<file path="config.mk">
export PLATFORM = sky130hd
export DESIGN_NAME = alu_arbiter
export DESIGN_NICKNAME = d
export VERILOG_FILES = /design/src/rtl/alu_arbiter.sv
export SDC_FILE = /design/constraint.sdc
export NUM_CORES = 1
export LEC_CHECK = 0
export ABC_CLOCK_PERIOD_IN_PS = 1900
export CORE_AREA = 5 5 105 107
export CTS_CLUSTER_DIAMETER = 40
export DETAILED_ROUTE_END_ITERATION = 16
export DIE_AREA = 0 0 110 112
export GPL_TIMING_DRIVEN = 0
export PLACE_DENSITY = 0.81
export SLEW_MARGIN = 20
export SYNTH_ARGS = -nofsm -noshare
export SYNTH_HDL_FRONTEND = slang
export SYNTH_SLANG_ARGS = --single-unit
</file>
<file path="constraint.sdc">
create_clock -name clk -period 1.9 [get_ports clk]
set_clock_uncertainty 0.1 [all_clocks]
set_input_delay 0.285 -clock clk [delete_from_list [all_inputs] [get_ports clk]]
set_output_delay 0.285 -clock clk [all_outputs]
set_load 0.01 [all_outputs]
</file>
<file path="src/rtl/alu_arbiter.sv">
// alu_arbiter: round-robin sharing of one combinational ALU among NREQ requesters,
// with a single registered response slot. Optional grant lock: ALU_ARB_LOCK_EN.
module alu_arbiter_lane #(
  parameter int IDW = 1,
  parameter int IDX = 0
) (
  input  logic           vld,
  input  logic           lock_valid,
  input  logic [IDW-1:0] lock_id,
  output logic           elig
);
  // A held lock masks every requester except its owner, idle or not.
  assign elig = vld && (!lock_valid || lock_id == IDW'(IDX));
endmodule

module alu_arbiter #(
  parameter  int NREQ  = 2,
  parameter  int WIDTH = 32,
  localparam int IDW   = (NREQ > 1) ? $clog2(NREQ) : 1
) (
  input  logic                  clk,
  input  logic                  rst_n,
  input  logic [NREQ-1:0]       req_valid,
  output logic [NREQ-1:0]       req_ready,
  input  logic [NREQ*WIDTH-1:0] req_a,
  input  logic [NREQ*WIDTH-1:0] req_b,
  input  logic [NREQ*4-1:0]     req_ctrl,
  input  logic [NREQ-1:0]       req_lock,
  output logic [WIDTH-1:0]      alu_a,
  output logic [WIDTH-1:0]      alu_b,
  output logic [3:0]            alu_ctrl,
  input  logic [WIDTH-1:0]      alu_result,
  input  logic                  alu_zero,
  output logic                  rsp_valid,
  input  logic                  rsp_ready,
  output logic [IDW-1:0]        rsp_id,
  output logic [WIDTH-1:0]      rsp_result,
  output logic                  rsp_zero,
  output logic                  rsp_err
);
  typedef struct packed {
    logic             vld;
    logic [IDW-1:0]   id;
    logic [WIDTH-1:0] result;
    logic             zero;
    logic             err;
  } rsp_t;

  rsp_t                       rsp_q;
  logic [IDW-1:0]             rr_ptr, gnt_id, sel, idx;
  logic                       gnt, can_issue, illegal;
  logic [NREQ-1:0]            elig;
  logic [NREQ-1:0][WIDTH-1:0] a_v, b_v;
  logic [NREQ-1:0][3:0]       ctrl_v;
  logic                       lock_valid;
  logic [IDW-1:0]             lock_id;

  for (genvar i = 0; i < NREQ; i++) begin : g_lane
    assign a_v[i]    = req_a[i*WIDTH +: WIDTH];
    assign b_v[i]    = req_b[i*WIDTH +: WIDTH];
    assign ctrl_v[i] = req_ctrl[i*4 +: 4];
    alu_arbiter_lane #(.IDW(IDW), .IDX(i)) u_lane (
      .vld        (req_valid[i]),
      .lock_valid (lock_valid),
      .lock_id    (lock_id),
      .elig       (elig[i])
    );
  end

  assign can_issue = !rsp_q.vld || rsp_ready;

  // Scan from the farthest offset down so the nearest eligible requester wins.
  always_comb begin
    gnt    = 1'b0;
    gnt_id = rr_ptr;
    idx    = '0;
    for (int k = NREQ-1; k >= 0; k--) begin
      idx = IDW'((int'(rr_ptr) + k) % NREQ);
      if (elig[idx]) begin
        gnt    = 1'b1;
        gnt_id = idx;
      end
    end
    gnt = gnt && can_issue && rst_n;
  end

  always_comb begin
    req_ready = '0;
    if (gnt) req_ready[gnt_id] = 1'b1;
  end

  assign sel      = gnt ? gnt_id : rr_ptr;
  assign alu_a    = a_v[sel];
  assign alu_b    = b_v[sel];
  assign alu_ctrl = ctrl_v[sel];
  assign illegal  = alu_ctrl > 4'd4;

  always_ff @(posedge clk or negedge rst_n) begin
    if (!rst_n) begin
      rsp_q  <= '0;
      rr_ptr <= '0;
    end else if (gnt) begin
      rsp_q.vld    <= 1'b1;
      rsp_q.id     <= gnt_id;
      rsp_q.result <= illegal ? '0 : alu_result;
      rsp_q.zero   <= illegal | alu_zero;
      rsp_q.err    <= illegal;
      rr_ptr       <= (gnt_id == IDW'(NREQ-1)) ? '0 : gnt_id + IDW'(1);
    end else if (rsp_ready) begin
      rsp_q.vld <= 1'b0;
    end
  end

`ifdef ALU_ARB_LOCK_EN
  logic           lock_q;
  logic [IDW-1:0] lock_id_q;

  // Every grant rewrites the lock: the owner's req_lock either renews or releases it.
  always_ff @(posedge clk or negedge rst_n) begin
    if (!rst_n) begin
      lock_q    <= 1'b0;
      lock_id_q <= '0;
    end else if (gnt) begin
      lock_q    <= req_lock[gnt_id];
      lock_id_q <= gnt_id;
    end
  end
  assign lock_valid = lock_q;
  assign lock_id    = lock_id_q;
`else
  logic unused_lock;
  assign unused_lock = ^req_lock;
  assign lock_valid  = 1'b0;
  assign lock_id     = '0;
`endif

  assign rsp_valid  = rsp_q.vld;
  assign rsp_id     = rsp_q.id;
  assign rsp_result = rsp_q.result;
  assign rsp_zero   = rsp_q.zero;
  assign rsp_err    = rsp_q.err;
endmodule

</file>
# [Word level (Yosys, flattened, before mapping)]
# Cells that the tools add are included.
[classes] n_reduce_logical=6 mux=22 shift=0 eq_ne=0 multipliers=0 n_lt_le_gt_ge=6 n_div=0 add_sub_neg=2 bitwise_logic=1
[op_table] operator="$mux W32" count=5
[op_table] operator="$mux W1" count=13
[op_table] operator="$lt A1 B2 Y1 const B" count=4
[op_table] operator="$mux W4" count=2
[op_table] operator="$gt A4 B3 Y1 const B" count=1
[op_table] operator="$logic_and A1 B1 Y1" count=3
[op_table] operator="$add A1 B1 Y1 const B" count=2
[op_table] operator="$mux W2" count=1
[op_table] operator="$reduce_bool A2 Y1" count=1
[op_table] operator="$demux W1 S1" count=1
[op_table] operator="$ge A1 B1 Y1 const B" count=1
[op_table] operator="$logic_not A1 Y1" count=1
[op_table] operator="$logic_or A1 B1 Y1" count=1
[op_table] operator="$or A1 B1 Y1" count=1
[word_totals] mem_count=0 reg_bits=37 mem_bits_rw=0 out_inout_bits=106 wordCells=43 mem_bits_ro=0 latch_bits=0 in_bits=176

# [Depth between registers and ports, before layout]
# Gate-level depths: netlist of run 1.
[logic_depth] word_depth=12 ltp_mapped=7 ltp_nobuf=4

# [Modules after synthesis]
# From an unflattened synthesis of run 1, not the netlist that was laid out.
[hier_totals] hier_cells=254 hier_area_um2=2590.0
[by_module_without_submodules] module="alu_arbiter" area_each_um2=2567.5 cells_each=251 seq_area_each_um2=925.9 n_inst=1
[by_module_without_submodules] module="alu_arbiter_lane at g_lane[0].u_lane" area_each_um2=11.3 cells_each=1 seq_area_each_um2=0.0 n_inst=1
[by_module_without_submodules] module="alu_arbiter_lane at g_lane[1].u_lane" area_each_um2=11.3 cells_each=2 seq_area_each_um2=0.0 n_inst=1

# [Least setup slack after synthesis of run 1]
# OpenSTA, ideal clock, no wires.
[synth_timing] path_kind="reg2out" startpoint="register rsp_q (netlist bit rsp_valid)" endpoint="output alu_b[15]" path_stages_with_launch=7 n_path_buf=2 slack_ns=0.045 required_ns=1.515 t_arrival_ns=1.470 cell_sequence="dfrtp_1 -> nand2b_1 -> a31oi_1 -> o21ai_2 -> buf_6 -> buf_6 -> mux2_1"
[synth_between] elab_chain_cells=7
[synth_rtl] element="from (decl)" line="49" source="rsp_t rsp_q;"
[synth_rtl] element="$logic_not A1 Y1" line="70" source="assign can_issue = !rsp_q.vld || rsp_ready;"
[synth_rtl] element="$logic_or A1 B1 Y1" line="70"
[synth_rtl] element="$logic_and A1 B1 Y1 (2 in series)" line="84" source="gnt = gnt && can_issue && rst_n;"
[synth_rtl] element="$mux W1" line="92" source="assign sel = gnt ? gnt_id : rr_ptr;"
[synth_rtl] element="$mux W32 (not written as such) (2 in series)" line="94" source="assign alu_b = b_v[sel];"
[synth_rtl] element="to (decl)" line="30" source="output logic [WIDTH-1:0] alu_b,"
# Every way passes these cells. The select of a mux whose other input is x is not followed.

# [Worst setup path in the final report of run 1]
[layout_timing] startpoint="register rsp_q (netlist bit rsp_valid)" endpoint="output alu_ctrl[2]"
[layout_between] elab_chain_cells=7
[layout_rtl] element="$logic_not A1 Y1" line="70"
[layout_rtl] element="$logic_or A1 B1 Y1" line="70"
[layout_rtl] element="$logic_and A1 B1 Y1 (2 in series)" line="84"
[layout_rtl] element="$mux W1" line="92"
[layout_rtl] element="$mux W4 (not written as such) (2 in series)" line="95" source="assign alu_ctrl = ctrl_v[sel];"
[layout_rtl] element="to (decl)" line="31" source="output logic [3:0] alu_ctrl,"
# Every way passes these cells. The select of a mux whose other input is x is not followed.

==> impl_metrics.py, run 1 <==
metrics = {
    "die": {
        "die_y_um": 112,
        "dieArea_um2": 12300,
        "boundaryPins": 282,
        "core_area_um2": 10000,
        "initial_core_util": 0.232,
        "die_w_um": 110,
        "rows": 37,
    },
    "yosys": {
        "yosys_warnings": 0,
        "syn-instance-count": 189,
        "avgSynthCellArea_um2": 12.3,
        "synth_cell_types": 25,
        "syn-cell-area_um2": 2330,
        "ys_seq_area_frac": 0.398,
        "synth_nets": 365,
        "synth-seq-cells": 37,
    },
    "status": {
        "violations": "setup timing",
        "status": "finished with violations",
    },
    "place": {
        "globalplace.congestion": 0.841,
        "post-place-cells": 603,
        "numPortBuffers": 277,
        "dp_hpwl_um": 10000,
    },
    "sta": {
        "tightestPinTransition_ps": 619,
        "fin_hold_ws_ps": 225,
        "rsz0062_at_grt": "true",
        "fmax_mhz": 422,
        "finalSetupTns_ps": -26950,
        "layout_setup_ws_ps": -471,
        "fin_crit_sh": 1.25,
        "maxSlewViolCount": 0,
        "setup_viol": 68,
        "fin_crit_ps": 2370,
        "relSlewSlack": 0.586,
        "hold_viol_final": 0,
    },
    "power_and_ir_drop": {
        "p_comb_frac": 0.645,
        "p_seq_frac": 0.211,
        "power_w": 0.00463,
        "switching_power_w": 0.00140,
        "p_clk_frac": 0.144,
        "swShare": 0.303,
        "power.density_nw_per_um2": 757,
        "irDropWorstVdd_v": 0.000359,
        "internal_power_w": 0.00322,
        "p_leak_nw": 2.72,
    },
    "cts": {
        "cts_root_buf": "clkbuf_8",
        "path_clk_slew_ps": 80,
        "tritoncts": "built",
        "cts_buffers": 5,
        "cts_sinks": 37,
        "htreeDepth": 2,
        "insertion_delay_ps": 290,
        "clk_path_buf_depth": 2,
    },
    "critical_path": {
        "worst_setup_path_end_kind": "output pin",
        "worstSetupPathType": "reg2out",
        "path_delay_family": "buffers and inverters",
        "crit_chain": "nor2b_4 -> o21ai_4 -> o21ai_4 -> buf_6 -> buf_12 -> buf_8 -> mux2_4 -> buf_6",
        "crit_required_ps": 1510,
        "slowest_stage": "dfrtp_1",
        "arrival_ps": 1990,
        "crit_path_max_incr_delay_ps": 430,
        "path_buf_inv": 4,
        "start_kind": "flip-flop",
        "worst-path-max-fanout": 6,
    },
    "drt": {
        "wl_um": 12900,
        "vias": 2985,
        "post_drt_wl_per_cell_um": 20.1,
        "drc": 0,
        "ant_nets": 0,
        "drtPass1Iterations": 4,
        "drtIter0Drc": 92,
        "via_per_inst": 4.66,
    },
    "layout": {
        "fill_cells": 788,
        "layout_common_cells": "clkdlybuf4s50_1, buf_6, mux2_4, dfrtp_1, a32o_1",
        "nets": 679,
        "syn_to_final_growth_pct": 163,
        "layout.cells.non_filler": 641,
        "post-route-util": 0.609,
        "final_common_cell": "clkdlybuf4s50_1",
        "drive_above_1_share": 0.395,
    },
    "global_route": {
        "grt_max_degree": 15,
        "globalRouteOverflowTotal": 0,
        "antenna_found_initial": 1,
        "grt_pass1_wl_um": 18000,
        "grt_pass1_vias": 3251,
        "grt_usage": 0.191,
    },
    "hold_path": {
        "hold_path_class": "in2reg",
    },
    "flow_run": {
        "max_cap_viol_count": 0,
    },
}
[tightest hold or removal path: cells and delay by family]
kind	cells	cell delay (ps)
simple gates	1	70
compound gates	1	60
buf+inv	1	160
[Yosys cell counts (all sizes together)]
cell type	count	area share
inv	5	0.0081
dfrtp	37	0.40
a31oi	1	0.0027
nor3b	1	0.0054
a32oi	2	0.0075
o21ai	7	0.018
o211ai	1	0.0032
a32o	32	0.14
o21bai	1	0.0032
nand2b	3	0.0081
o21a	1	0.0032
buf	15	0.044
a22oi	1	0.0032
clkbuf	3	0.0048
a21oi	2	0.0043
and3	2	0.0054
nor2b	2	0.0054
mux2	68	0.33
and2	1	0.0027
nand2	4	0.0064
[final timing paths]
path | start | end | slack [ps] | depth (start not counted)
max | rsp_valid$_DFFE_PN0P_ | alu_ctrl[2] | -470 | 8
min | req_valid[0] | rr_ptr$_DFFE_PN0P_ | 220 | 3
max reg2reg | rsp_valid$_DFFE_PN0P_ | rsp_result[23]$_DFFE_PN0P_ | 90 | 7
min reg2reg | rsp_result[21]$_DFFE_PN0P_ | rsp_result[21]$_DFFE_PN0P_ | 390 | 1
max in group asynchronous | rst_n | rsp_result[26]$_DFFE_PN0P_ | 820 | 2
min in group asynchronous | rst_n | rsp_result[11]$_DFFE_PN0P_ | 470 | 2
[routing by layer]
| layer | global-route usage | routed length [µm] |
|---|---|---|
| met2 | 0.381 | 7250 |
| met5 | 0 | 0 |
| met1 | 0.191 | 4360 |
| met3 | 0.0568 | 1110 |
| met4 | 0.0333 | 185 |
[sequential cells by signal, summed over array words and instances (netlist names)]
name / count
rr_ptr: 1
rsp_valid: 1
rsp_zero: 1
rsp_err: 1
rsp_result: 32
rsp_id: 1
[power groups by stage]
stage / Combinational, W / Clock (W) / Sequential [W]
2_1_floorplan: 0.000883 / 0 / 0.00103
3_3_place_gp: 0.00221 / 0 / 0.000978
3_5_place_dp: 0.00223 / 0 / 0.000984
4_1_cts: 0.00274 / 0.000685 / 0.000972
5_1_grt: 0.00314 / 0.000717 / 0.000992
6_report: 0.00298 / 0.000669 / 0.000977
[metrics by stage]
stage	instance area, µm²	setup WS (ps)
floorplan	2330	45.1
global route	6120	-535
finish	6120	-471
global placement	5270	-2510
CTS	5890	-514
detailed placement	5290	-1200
[area by class of cell]
cell class | instances | area (µm²) | share of cell area
timing repair buffer | 308 | 3200 | 0.523
multi-input combinational | 129 | 1540 | 0.251
sequential | 37 | 927 | 0.152
tap | 136 | 170 | 0.0278
buffer | 17 | 153 | 0.0249
clock buffer | 6 | 72.6 | 0.0119
clock inverter | 2 | 38.8 | 0.00634
inverter | 5 | 18.8 | 0.00307
antenna | 1 | 2.50 | 0.000409
[logic make-up (layout without fill, tap and decap cells)]
kind of cell / after synthesis / count (layout) / share of synthesized area
other: 0 / 1 / 0
buffers and inverters: 23 / 338 / 0.0564
AOI/OAI and AO/OA: 48 / 48 / 0.183
muxes: 68 / 68 / 0.329
DFF: 37 / 37 / 0.398
and+or+nand+nor: 13 / 13 / 0.0333
[repair_timing]
item | in CTS | in global routing
cloned | 2 | 1
pin swaps | 3 | 4
resized for setup | 409 | 48
endpoints found under the hold margin | 23 | 0
hold buffers | 3 | 0
buffers inserted | 18 | 6
endpoints found under the setup margin | 88 | 100
Power figures use the tool's default switching activity.
==> run 2: changes to the inputs <==
--- a/config.mk
+++ b/config.mk
@@ -12,7 +12,7 @@
 export DIE_AREA = 0 0 110 112
 export GPL_TIMING_DRIVEN = 0
 export PLACE_DENSITY = 0.81
-export SLEW_MARGIN = 20
+export SLEW_MARGIN = 10
 export SYNTH_ARGS = -nofsm -noshare
 export SYNTH_HDL_FRONTEND = slang
 export SYNTH_SLANG_ARGS = --single-unit
==> results of run 2 <==
The final DEF is identical to that of run 1; final timing and power are the same.
==> variant 1 (flow settings as in run 2) <==
Add a define of `ALU_ARB_LOCK_EN`.
--- a/src/rtl/alu_arbiter.sv
+++ b/src/rtl/alu_arbiter.sv
@@ -1,5 +1,7 @@
 // alu_arbiter: round-robin sharing of one combinational ALU among NREQ requesters,
 // with a single registered response slot. Optional grant lock: ALU_ARB_LOCK_EN.
+`define ALU_ARB_LOCK_EN
+
 module alu_arbiter_lane #(
   parameter int IDW = 1,
   parameter int IDX = 0
Check against the original RTL: not equivalent (Yosys sat finds a counterexample within 4 cycles, from zero or initial values and one cycle with rst_n low).
==> variant 1 against run 2 <==
The run still ends with negative setup slack left; setup slack worse by 0.35 ns; routed wire length increased by 6.7%; sequential cell count is 1 higher; critical path depth unchanged; total power grew 64%; area after synthesis increased by 0.70%; maximum frequency down 13%; final area shrank 0.72%; critical endpoint is now alu_a[5].
==> variant 1: results (changes against run 2) <==
\begin{tabular}{lr}
\hline
Metric & Value \\
\hline
\multicolumn{2}{l}{\textbf{Outcome}} \\
\quad Status & finished, violations left \\
\quad Violated checks & negative setup slack \\
\multicolumn{2}{l}{\textbf{Detailed routing}} \\
\quad Met2 layer wire length in the routed design & 7360 µm (+1.5\%) \\
\quad Metal1 wirelength & 4880 µm (+12\%) \\
\quad Wire length on met3 & 1310 µm (+17\%) \\
\quad Detailed router's first-iteration violation count & 111 (+21\%) \\
\quad Final WL & 13,800 µm (+6.7\%) \\
\quad Vias & 3,040 (+1.8\%) \\
\quad Routed length per instance & 21.2 µm (+5.3\%) \\
\multicolumn{2}{l}{\textbf{Global route}} \\
\quad Global routing met2 resource utilization & 38.2\% (+0.16 points) \\
\quad Met1 track demand over resource & 22.4\% (+3.4 points) \\
\quad First-pass GRT wire length & 19,500 µm (+8.6\%) \\
\quad Number of global-route vias before repair & 3,361 (+3.4\%) \\
\quad Combined global-route utilization of all metal layers & 20.6\% (+1.5 points) \\
\quad Maximum number of pins on one net before global-route repair & 24 (+9) \\
\multicolumn{2}{l}{\textbf{Worst setup path}} \\
\quad Crit-path max FO & 8 (+2) \\
\quad Delay of the slowest cell on the worst path & 0.38 ns (-0.05 ns) \\
\quad Worst endpoint data arrival time & 2.34 ns (+0.35 ns) \\
\quad Gate family responsible for the most delay along the worst path & multiplexers \\
\multicolumn{2}{l}{\textbf{Finish}} \\
\quad Antenna cells & 0 (-1) \\
\quad Fin nets & 689 (+1.5\%) \\
\quad Final-layout fill cell count & 838 (+6.3\%) \\
\multicolumn{2}{l}{\textbf{Timing}} \\
\quad Share of the clock period used by the worst path after layout & 143\% (+19 points) \\
\quad Relative max-transition margin & 30.7\% (-28 points) \\
\quad Final worst slack & -0.826 ns (-0.354 ns) \\
\quad Count of endpoints failing setup in the final report & 104 (+53\%) \\
\quad Total Negative Setup Slacks & -68.34 ns (-41.39 ns) \\
\multicolumn{2}{l}{\textbf{Synth}} \\
\quad Mux contribution to synthesized area & 35.6\% (+2.7 points) \\
\quad Post-Synthesis Cells & 185 (-2.1\%) \\
\quad Fraction of the mapped netlist area in compound gates & 17.0\% (-1.3 points) \\
\quad Number of nets produced by synthesis & 361 (-1.1\%) \\
\quad Fraction of the yosys area taken by sequential cells & 40.6\% (+0.79 points) \\
\quad Top cell types by occurrence after synthesis & mux2\_2, dfrtp\_1, a32o\_1, buf\_2, clkbuf\_1 \\
\quad Unique masters post-synth & 22 (-12\%) \\
\quad Main area contributors after synthesis & dfrtp\_1, mux2\_2, a32o\_1 \\
\multicolumn{2}{l}{\textbf{Pwr}} \\
\quad Maximum VDD drop & 0.000556 V (+55\%) \\
\multicolumn{2}{l}{\textbf{Placement}} \\
\quad Weighted congestion reported at the end of routability-driven placement & 0.885 (+5.2\%) \\
\quad Port Buffer Count & 281 (+1.4\%) \\
\quad DP HPWL & 10,700 µm (+6.3\%) \\
\multicolumn{2}{l}{\textbf{Worst hold path}} \\
\quad Worst min-delay path category & in -> async \\
\hline
\end{tabular}
variant 1: cell types whose count changed after synthesis, sizes merged, moves of 3 or more:
cell / before / now
buf: 15 / 12
clkbuf: 3 / 6
inv: 5 / 0
mux2i: 0 / 3
nand2: 4 / 1
nor2b: 2 / 5
o21ai: 7 / 4
variant 1: final timing paths:
| path | from | endpoint | slack [ns] | depth (start not counted) |
|---|---|---|---|---|
| worst min register to register | rsp_result[16]$_DFFE_PN0P_ | rsp_result[16]$_DFFE_PN0P_ | 0.39 | 1 |
| max in group asynchronous | rst_n | rr_ptr$_DFFE_PN0P_ | 0.65 | 3 |
| worst min-delay path | rst_n | rsp_result[31]$_DFFE_PN0P_ | 0.35 | 3 |
| min in group clk | rsp_result[16]$_DFFE_PN0P_ | rsp_result[16]$_DFFE_PN0P_ | 0.39 | 1 |
| worst max register to register | lock_id$_DFFE_PN0P_ | rsp_result[26]$_DFFE_PN0P_ | -0.51 | 8 |
| worst max-delay path | lock_id$_DFFE_PN0P_ | alu_a[5] | -0.83 | 8 |
variant 1: area by class of cell:
cell class | count | area (µm²) | area share (%)
clock buffer | 7 | 86.3 | 1.42
multi-input combinational | 130 | 1490 | 24.4
sequential | 38 | 952 | 15.7
tap | 136 | 170 | 2.80
clock inverter | 1 | 5.00 | 0.0824
timing repair buffer | 322 | 3180 | 52.4
buffer | 16 | 193 | 3.17
variant 1: what timing repair did:
item / 4_1_cts / 5_1_grt
pin swaps: 1 / 5
resized for setup: 227 / 140
cloned: 4 / 3
setup endpoints to repair: 104 / 106
setup buffers: 19 / 17
endpoints found under the hold margin: 38 / 0
hold buffers: 2 / 0
variant 1: report_power, final:
group	switching [mW]	internal (mW)
registers	0.180	1.09
logic	2.12	3.62
clock network	0.278	0.293
==> variant 2 (flow settings as in run 2) <==
Made on the original files. Register the output `rsp_err`, without a reset; this adds one clock of latency there. The other outputs are not delayed to match.
--- a/src/rtl/alu_arbiter.sv
+++ b/src/rtl/alu_arbiter.sv
@@ -138,6 +138,8 @@
   assign rsp_id     = rsp_q.id;
   assign rsp_result = rsp_q.result;
   assign rsp_zero   = rsp_q.zero;
-  assign rsp_err    = rsp_q.err;
+  always_ff @(posedge clk) begin
+    rsp_err <= rsp_q.err;
+  end
 endmodule
 
Check against the original RTL: not equivalent (a bounded check fails within 4 cycles, from zero or initial values and one cycle with rst_n low).
==> variant 2 against run 2 <==
The flow still finishes with violations (negative setup slack); count of clock-buffer cells in the layout rose by 1; area after synthesis rose by 11%; sequential share of layout area fell by 0.33 points; clock power barely moved; routed wire length rose by 10%; sequential cell count rose by 1; total power rose by 4.9%; final area rose by 4.5%; setup slack got worse by 0.0033 ns; first-iteration DRC count rose by 61%; synthesized cell count rose by 17%; core utilization rose by 2.7 points; critical path type unchanged.
==> variant 2: results (changes against run 2) <==
\begin{tabular}{lr}
\hline
Metric & Value \\
\hline
\multicolumn{2}{l}{\textbf{Synth}} \\
\quad Adder and majority cell fraction of the synthesized area & 0\% (unchanged) \\
\quad Asr flop ratio synth & 97.4\% (-2.6 points) \\
\quad Average cell area after synthesis & 11.7 µm² (-5.3\%) \\
\quad Main area contributors after synthesis & dfrtp\_1, mux2\_2, a32o\_1 \\
\quad Fraction of the yosys area taken by sequential cells & 36.6\% (-3.2 points) \\
\quad Unique masters post-synth & 26 (+4.0\%) \\
\quad Fraction of the mapped netlist area in compound gates & 16.5\% (-1.8 points) \\
\quad Mux contribution to synthesized area & 29.6\% (-3.3 points) \\
\quad Number of nets produced by synthesis & 398 (+9.0\%) \\
\multicolumn{2}{l}{\textbf{Finish}} \\
\quad Fin nets & 706 (+4.0\%) \\
\quad Non-filler cells in the finished layout & 669 (+4.4\%) \\
\quad Share of layout cells above drive strength 1 & 42.7\% (+3.3 points) \\
\quad Final-layout fill cell count & 751 (-4.7\%) \\
\multicolumn{2}{l}{\textbf{Clocking}} \\
\quad Post-CTS sizing & 460 (+12\%) \\
\quad Postcts setup bufs & 19 (+1) \\
\multicolumn{2}{l}{\textbf{Placement}} \\
\quad Weighted congestion reported at the end of routability-driven placement & 0.899 (+7.0\%) \\
\quad Placed cell areas & 5550 µm² (+4.9\%) \\
\quad DP HPWL & 10,700 µm (+6.9\%) \\
\quad DP Worst Slack & -1.09 ns (+0.109 ns) \\
\multicolumn{2}{l}{\textbf{Worst setup path}} \\
\quad Crit-path max FO & 6 (unchanged) \\
\quad End of the critical path & alu\_b[22] \\
\quad Critical register-to-register path endpoint & rsp\_result[14]\$\_DFFE\_PN0P\_ \\
\multicolumn{2}{l}{\textbf{Global route}} \\
\quad Maximum number of pins on one net before global-route repair & 36 (+21) \\
\quad Combined global-route utilization of all metal layers & 22.2\% (+3.1 points) \\
\quad Initial antenna violation count & 2 (+1) \\
\quad Number of global-route vias before repair & 3,618 (+11\%) \\
\quad First-pass GRT wire length & 20,700 µm (+15\%) \\
\multicolumn{2}{l}{\textbf{Pwr}} \\
\quad Leakage power & 2.93 nW (+7.5\%) \\
\quad Clock group & 0.670 mW (about the same) \\
\quad Power density over cell area & 759 nW/µm² (+0.38\%) \\
\quad Total combinational power & 3.17 mW (+6\%) \\
\quad Internal power & 3.38 mW (+4.7\%) \\
\multicolumn{2}{l}{\textbf{Timing}} \\
\quad Count of endpoints failing setup in the final report & 68 (unchanged) \\
\quad Final worst slack & -0.474 ns (-0.00332 ns) \\
\quad Total Negative Setup Slacks & -25.85 ns (+1.10 ns) \\
\quad Worst hold margin & 0.239 ns (+0.0144 ns) \\
\quad Relative max-transition margin & 76.4\% (+18 points) \\
\multicolumn{2}{l}{\textbf{Detailed routing}} \\
\quad Vias & 3,139 (+5.2\%) \\
\quad Final WL & 14,200 µm (+10\%) \\
\quad Detailed router's first-iteration violation count & 148 (+61\%) \\
\multicolumn{2}{l}{\textbf{Outcome}} \\
\quad Violated checks & negative setup slack \\
\quad Status & finished, violations left \\
\hline
\end{tabular}
## variant 2: cell types whose count changed after synthesis
cell     delta
buf_4      +32
dfxtp_1     +1
## variant 2: layout make-up
cell class / instances / area, µm² / area share (%)
diodes: 2 / 5.00 / 0.0783
plain buffers: 48 / 383 / 5.99
clock buffers: 7 / 76.3 / 1.19
clock inverters: 1 / 30.0 / 0.470
inverters: 5 / 18.8 / 0.294
multi-input cells: 129 / 1590 / 24.8
flip-flops and latches: 38 / 947 / 14.8
well taps: 136 / 170 / 2.66
repair buffers: 303 / 3170 / 49.6
## variant 2: per-layer routing
| layer | routed length, µm | part of all wire, % | GRT usage (%) |
|---|---|---|---|
| met5 | 0 | 0 | 0 |
| met4 | 513 | 3.6 | 8.15 |
| met3 | 1290 | 9.1 | 6.61 |
| met2 | 7490 | 53 | 39.9 |
| met1 | 4930 | 35 | 24.2 |
